===== src/rtl/wb_poll_master_pkg.sv =====
// Shared types and constants for the wishbone poll master.
package wb_poll_master_pkg;

   typedef enum logic [1:0] {
      IDLE = 2'd0,
      RD   = 2'd1,
      WR   = 2'd2,
      WAIT = 2'd3
   } wb_poll_state_t;

   localparam logic [7:0] BTN_REG_ADDR = 8'h00;
   localparam logic [7:0] LED_REG_ADDR = 8'h10;
   localparam logic [7:0] ERR_CNT_MAX  = 8'hFF;

   // The timers are loaded with (period - 1), so they only ever hold values below max(a, b).
   function automatic int timer_width(input int a, input int b);
      int m;
      m = (a > b) ? a : b;
      return (m < 2) ? 1 : $clog2(m);
   endfunction

endpackage


===== src/rtl/wb_poll_master_poll_timer.sv =====
// Loadable down-counter; done is high while the count is zero.
module wb_poll_master_poll_timer #(
   parameter int W = 8
) (
   input  logic         clk,
   input  logic         rst_n,
   input  logic         load,
   input  logic [W-1:0] load_val,
   input  logic         dec,
   output logic         done
);

   logic [W-1:0] cnt_r;

   // Count register: load wins over decrement, and the count parks at zero.
   always_ff @(posedge clk) begin
      if (!rst_n) begin
         cnt_r <= {W{1'b0}};
      end else if (load) begin
         cnt_r <= load_val;
      end else if (dec && (cnt_r != {W{1'b0}})) begin
         cnt_r <= cnt_r - W'(1);
      end else begin
         cnt_r <= cnt_r;
      end
   end

   assign done = (cnt_r == {W{1'b0}});

endmodule


===== src/rtl/wb_poll_master.sv =====
// Wishbone classic poll master: reads READ_ADDR, masks it and writes it to WRITE_ADDR each round.
// Define WB_POLL_CHANGE_ONLY_EN to skip the write when the masked value equals the last one written.
module wb_poll_master
   import wb_poll_master_pkg::*;
#(
   parameter int                ADDR_W      = 8,
   parameter int                DATA_W      = 32,
   parameter logic [ADDR_W-1:0] READ_ADDR   = ADDR_W'(BTN_REG_ADDR),
   parameter logic [ADDR_W-1:0] WRITE_ADDR  = ADDR_W'(LED_REG_ADDR),
   parameter logic [DATA_W-1:0] WR_MASK     = {DATA_W{1'b1}},
   parameter int                POLL_PERIOD = 1_000_000,
   parameter int                TIMEOUT     = 255
) (
   input  logic                clk_i,
   input  logic                rst_i,
   input  logic                enable_i,
   output logic [ADDR_W-1:0]   adr_o,
   output logic [DATA_W-1:0]   dat_o,
   input  logic [DATA_W-1:0]   dat_i,
   output logic                we_o,
   output logic [DATA_W/8-1:0] sel_o,
   output logic                cyc_o,
   output logic                stb_o,
   input  logic                ack_i,
   input  logic                err_i,
   output logic                busy_o,
   output logic                timeout_o,
   output logic [7:0]          err_cnt_o
);

   localparam int            TW        = timer_width(POLL_PERIOD, TIMEOUT);
   localparam logic [TW-1:0] POLL_LOAD = TW'(POLL_PERIOD - 1);
   localparam logic [TW-1:0] TO_LOAD   = TW'(TIMEOUT - 1);

   wb_poll_state_t    state_r, state_nx_s;
   logic              pp_load_s, pp_dec_s, pp_done_s;
   logic              to_load_s, to_dec_s, to_done_s;
   logic              latch_rd_s, fault_s, timeout_s;
   logic [DATA_W-1:0] rd_mask_s;
   logic [ADDR_W-1:0] adr_r;
   logic [DATA_W-1:0] dat_r;
   logic              we_r, cyc_r, timeout_r;
   logic [7:0]        err_cnt_r;
`ifdef WB_POLL_CHANGE_ONLY_EN
   logic [DATA_W-1:0] last_r;
   logic              have_last_r;
`endif

   assign rd_mask_s = dat_i & WR_MASK;

   wb_poll_master_poll_timer #(.W(TW)) u_poll_tmr (
      .clk      (clk_i),
      .rst_n    (rst_i),
      .load     (pp_load_s),
      .load_val (POLL_LOAD),
      .dec      (pp_dec_s),
      .done     (pp_done_s)
   );

   wb_poll_master_poll_timer #(.W(TW)) u_ack_tmr (
      .clk      (clk_i),
      .rst_n    (rst_i),
      .load     (to_load_s),
      .load_val (TO_LOAD),
      .dec      (to_dec_s),
      .done     (to_done_s)
   );

   // Next-state decode; error beats ack, and ack beats an expiring timeout.
   always_comb begin
      state_nx_s = state_r;
      pp_load_s  = 1'b0;
      pp_dec_s   = 1'b0;
      to_load_s  = 1'b0;
      to_dec_s   = 1'b0;
      latch_rd_s = 1'b0;
      fault_s    = 1'b0;
      timeout_s  = 1'b0;
      case (state_r)
         IDLE: begin
            if (enable_i) begin
               state_nx_s = RD;
               to_load_s  = 1'b1;
            end else begin
               state_nx_s = IDLE;
            end
         end
         RD: begin
            if (err_i) begin
               fault_s    = 1'b1;
               state_nx_s = WAIT;
               pp_load_s  = 1'b1;
            end else if (ack_i) begin
               latch_rd_s = 1'b1;
`ifdef WB_POLL_CHANGE_ONLY_EN
               if (have_last_r && (rd_mask_s == last_r)) begin
                  state_nx_s = WAIT;
                  pp_load_s  = 1'b1;
               end else begin
                  state_nx_s = WR;
                  to_load_s  = 1'b1;
               end
`else
               state_nx_s = WR;
               to_load_s  = 1'b1;
`endif
            end else if (to_done_s) begin
               timeout_s  = 1'b1;
               fault_s    = 1'b1;
               state_nx_s = WAIT;
               pp_load_s  = 1'b1;
            end else begin
               to_dec_s   = 1'b1;
            end
         end
         WR: begin
            if (err_i) begin
               fault_s    = 1'b1;
               state_nx_s = WAIT;
               pp_load_s  = 1'b1;
            end else if (ack_i) begin
               state_nx_s = WAIT;
               pp_load_s  = 1'b1;
            end else if (to_done_s) begin
               timeout_s  = 1'b1;
               fault_s    = 1'b1;
               state_nx_s = WAIT;
               pp_load_s  = 1'b1;
            end else begin
               to_dec_s   = 1'b1;
            end
         end
         WAIT: begin
            if (pp_done_s) begin
               state_nx_s = IDLE;
            end else begin
               pp_dec_s   = 1'b1;
            end
         end
         default: begin
            state_nx_s = IDLE;
         end
      endcase
   end

   // State and bus outputs are registered from the next state so they change together.
   always_ff @(posedge clk_i) begin
      if (!rst_i) begin
         state_r     <= IDLE;
         adr_r       <= {ADDR_W{1'b0}};
         dat_r       <= {DATA_W{1'b0}};
         we_r        <= 1'b0;
         cyc_r       <= 1'b0;
         timeout_r   <= 1'b0;
         err_cnt_r   <= 8'd0;
`ifdef WB_POLL_CHANGE_ONLY_EN
         last_r      <= {DATA_W{1'b0}};
         have_last_r <= 1'b0;
`endif
      end else begin
         state_r   <= state_nx_s;
         cyc_r     <= (state_nx_s == RD) || (state_nx_s == WR);
         we_r      <= (state_nx_s == WR);
         timeout_r <= timeout_s;
         case (state_nx_s)
            RD:      adr_r <= READ_ADDR;
            WR:      adr_r <= WRITE_ADDR;
            default: adr_r <= {ADDR_W{1'b0}};
         endcase
         if (state_nx_s == WR) begin
            dat_r <= latch_rd_s ? rd_mask_s : dat_r;
         end else begin
            dat_r <= {DATA_W{1'b0}};
         end
         if (fault_s && (err_cnt_r != ERR_CNT_MAX)) begin
            err_cnt_r <= err_cnt_r + 8'd1;
         end else begin
            err_cnt_r <= err_cnt_r;
         end
`ifdef WB_POLL_CHANGE_ONLY_EN
         if ((state_r == WR) && ack_i && !err_i) begin
            last_r      <= dat_r;
            have_last_r <= 1'b1;
         end else begin
            last_r      <= last_r;
            have_last_r <= have_last_r;
         end
`endif
      end
   end

   assign adr_o     = adr_r;
   assign dat_o     = dat_r;
   assign we_o      = we_r;
   assign sel_o     = {(DATA_W/8){1'b1}};
   assign cyc_o     = cyc_r;
   assign stb_o     = cyc_r;
   assign busy_o    = cyc_r;
   assign timeout_o = timeout_r;
   assign err_cnt_o = err_cnt_r;

endmodule


===== config.mk =====
export PLATFORM = sky130hd
export DESIGN_NAME = wb_poll_master
export DESIGN_NICKNAME = d
export VERILOG_FILES = /design/src/rtl/wb_poll_master_pkg.sv /design/src/rtl/wb_poll_master_poll_timer.sv /design/src/rtl/wb_poll_master.sv
export SDC_FILE = /design/constraint.sdc
export NUM_CORES = 1
export LEC_CHECK = 0
export ABC_AREA = 1
export CAP_MARGIN = 20
export CORE_UTILIZATION = 33
export CTS_CLUSTER_SIZE = 12
export DETAILED_ROUTE_END_ITERATION = 8
export DONT_BUFFER_PORTS = 1
export PLACE_DENSITY = 0.55
export RECOVER_POWER = 100
export SETUP_SLACK_MARGIN = 0.4
export SKIP_CTS_REPAIR_TIMING = 1
export SYNTH_ARGS = -nofsm -noshare
export SYNTH_HDL_FRONTEND = slang
export SYNTH_SLANG_ARGS = --single-unit

===== constraint.sdc =====
create_clock -name clk_i -period 4 [get_ports clk_i]
set_input_delay 0.4 -clock clk_i [delete_from_list [all_inputs] [get_ports clk_i]]
set_output_delay 0.4 -clock clk_i [all_outputs]
set_load 0.05 [all_outputs]

==> reports/results.txt <==
Status: finished, violations left
Failing checks: max-capacitance violations
Crit. End Element: flip-flop
Final ANT Viol Nets: 0
Worst r2r src: state_r[1]
Leakage: 1.927 nW
Min cycle time layout: 3093 ps
RSZ-0062 raised after global routing: no
TritonRoute pass-1 iters: 4
Clock Path Buffers: 2
Crit share post-route: 0.7732
Mean area per synthesized cell: 7.067 um^2
Largest net degree at the start of global routing: 35
DP HPWL: 7473 um
Hold Path End: u_poll_tmr.cnt_r[1]
Die Wd: 117.0 um
Core footprint: 12,770 um^2
Total grt overflow: 0
Setup crit start kind: flip-flop
Worst Clk Skew: 8.777 ps
Antenna violations before repair: 0
Cell chain of the critical path: inv_1 -> ha_1 -> nand3_1 -> clkbuf_1 -> nand2_1 -> nor2_1 -> inv_1 -> a21oi_1
Final setup viols: 0
Clock transition at path regs: 70 ps
Worst EP required: 4270 ps
Num CTS Buffers: 9
Sw frac: 0.2649
H-tree Lvls: 3
Total clock sinks: 85
FF-to-FF path depth: 8
Max Fclk: 323.3 MHz
GRT Total Usage: 0.1526
Worst Path Max Fanout: 34
Worst-Skew Late Latency: 340 ps
Critical R2R Capture: u_ack_tmr.cnt_r[10]
Synthesized flop and latch total: 85
CP peak stage delay: 870 ps
Logic pwr share: 0.093
NetSw: 0.0005303 W
Final WL: 9982 um
Clock share of power: 0.461
Synth Warn #: 0
Vias: 3,701
Critical-path cell with the highest stage delay: clkbuf_1
Hold path cells: 2
Hold Path Class: input port to flip-flop
Final hold vios: 0
Sequential Power Share: 0.446
Port Buffer Count: 0
Max-cap violations: 1
Worst path bufs/invs: 3
First-pass GRT wire length: 16,320 um
Post-Route Setup TNS: 0 ps
FP Rows: 41
CTS tree: done
Cell-internal power: 0.001471 W
Wire length per cell: 12.72 um
Most used cell, CP: inv_1
Area delta synth->final: 7.748%
Post-synthesis cell type count: 36
Hold WS: 159.1 ps
Post-synth design cell area: 4360 um^2
Routability cong.: 0.8290
Worst Hold Launch: rst_i
Top delay family on crit path: buffers and inverters
Starting Density: 0.3414
CP Data Arrival Time: 3360 ps
Critical path type: flip-flop to flip-flop
Drt initial violations: 142
# nets final: 655
Layout cells sized above 1: 0.07667
Root Buffer: clkbuf_16
Post-synthesis sequential area ratio: 0.3902
Pwr Density: 426.0 nW/um^2
Slew Limit Fails: 0
Worst Tran Pin Value: 1494 ps
Worst IR drop on VDD: 0.2166 mV
# IOs: 94
Synthesized netlist cell count: 617
Max_slew headroom: 0.002407
Vias in the first global route: 3,466
DR DRC count: 0
Placed insts: 769
Filler-free cell count of the finished design: 785
DIE AREA: 13,680 um^2
Number of diodes: 0
Height of the die: 117.0 um
Vias per std cell: 4.715
FF-to-FF setup slack: 910 ps
## power groups by stage
stage	Sequential (W)	Combinational [W]	Clock (W)
finish	0.000892	0.000187	0.000923
global route	0.000894	0.000213	0.000978
CTS	0.000892	0.000195	0.000947
detailed placement	0.000912	0.000194	0
global placement	0.000911	0.000192	0
floorplan	0.000900	0.000183	0
## flip-flops by register name (all words and copies together), names as in the netlist
signal            flops
timeout_o             1
state_r               2
err_cnt_o             8
adr_o                 1
u_ack_tmr.cnt_r      20
u_poll_tmr.cnt_r     20
dat_o                32
busy_o                1
## routing by layer
layer / wire length, um / up-vias / GRT usage
li1: - / 1922 / -
met1: 4390 / 1693 / 0.1813
met2: 4955 / 75 / 0.2639
met3: 528 / 11 / 0.04428
met4: 108 / 0 / 0.05063
met5: 0 / - / 0
## per-stage QoR
step           instance area [um^2]  power, W    util  setup WS, ps
2_1_floorplan                  4394  0.001084       -          1675
3_3_place_gp                   4427  0.001103  0.3466          1486
3_5_place_dp                   4427  0.001106  0.3466          1394
4_1_cts                        4756  0.002034  0.3723          1373
5_1_grt                        4698  0.002086  0.3678         558.4
6_report                       4698  0.002002  0.3678         907.3
## placed cells by master (no fill, tap or decap), drive strengths merged
master,n
nor2,143
nand2,127
dfxtp,85
inv,61
o21ai,46
a21oi,35
nand3,30
nand4,13
conb,11
ha,10
clkbuf,10
xor2,9
a31oi,8
nor3,8
xnor2,4
nand3b,3
or2,2
o21a,2
clkinvlp,2
bufinv,2
a21boi,1
buf,1
## worst register-to-register path, cell delays in order, from the launching register on
cell and delay [ps]:
dfxtp_1 410, inv_1 80, ha_1 250, nand3_1 100, clkbuf_1 870, nand2_1 400
nor2_1 460, inv_1 270, a21oi_1 180
## cell families (layout without fill, tap and decap cells)
family	after synthesis	after routing	synth area share
other	2	11	0.001722
adders and majority gates	10	10	0.02869
AOI/OAI and AO/OA	92	92	0.1105
and+or+nand+nor	326	326	0.3472
buffers and inverters	89	76	0.09555
xor gates and xnor gates	13	13	0.02611
DFF	85	85	0.3902
## cells in the mapped netlist (all sizes together)
cell type / count / area share
a31oi: 8 / 0.011
conb: 2 / 0.0017
ha: 10 / 0.029
a21boi: 1 / 0.0017
dfxtp: 85 / 0.39
buf: 21 / 0.037
nand4: 13 / 0.022
xnor2: 4 / 0.0080
xor2: 9 / 0.018
o21a: 2 / 0.0034
a21oi: 35 / 0.041
inv: 58 / 0.050
nand2: 127 / 0.12
nor3: 8 / 0.010
or2: 2 / 0.0029
nand3b: 3 / 0.0052
nand3: 30 / 0.041
o21ai: 46 / 0.053
nor2: 143 / 0.14
clkbuf: 10 / 0.0086
## layout make-up
cell class,instances,area [um^2]
Clock buffer,9,225.2
Clock inverter,7,103.9
Fill cell,1373,8075
Inverter,58,217.7
Multi-Input combinational cell,452,2223
Sequential cell,85,1702
Tap cell,172,215.2
Timing Repair Buffer,2,11.26
## how the worst max path moves through the flow
stage | start | end | slack, ps | cells after the start
floorplan | u_poll_tmr.cnt_r[0] | dat_o[20] | 1670 | 18
global placement | u_poll_tmr.cnt_r[0] | dat_o[23] | 1490 | 16
detailed placement | u_poll_tmr.cnt_r[10] | dat_o[0] | 1390 | 14
CTS | u_poll_tmr.cnt_r[10] | dat_o[0] | 1370 | 14
global route | state_r[1] | u_ack_tmr.cnt_r[8] | 560 | 8
finish | state_r[1] | u_ack_tmr.cnt_r[10] | 910 | 8
Power figures use the tool's default switching activity.
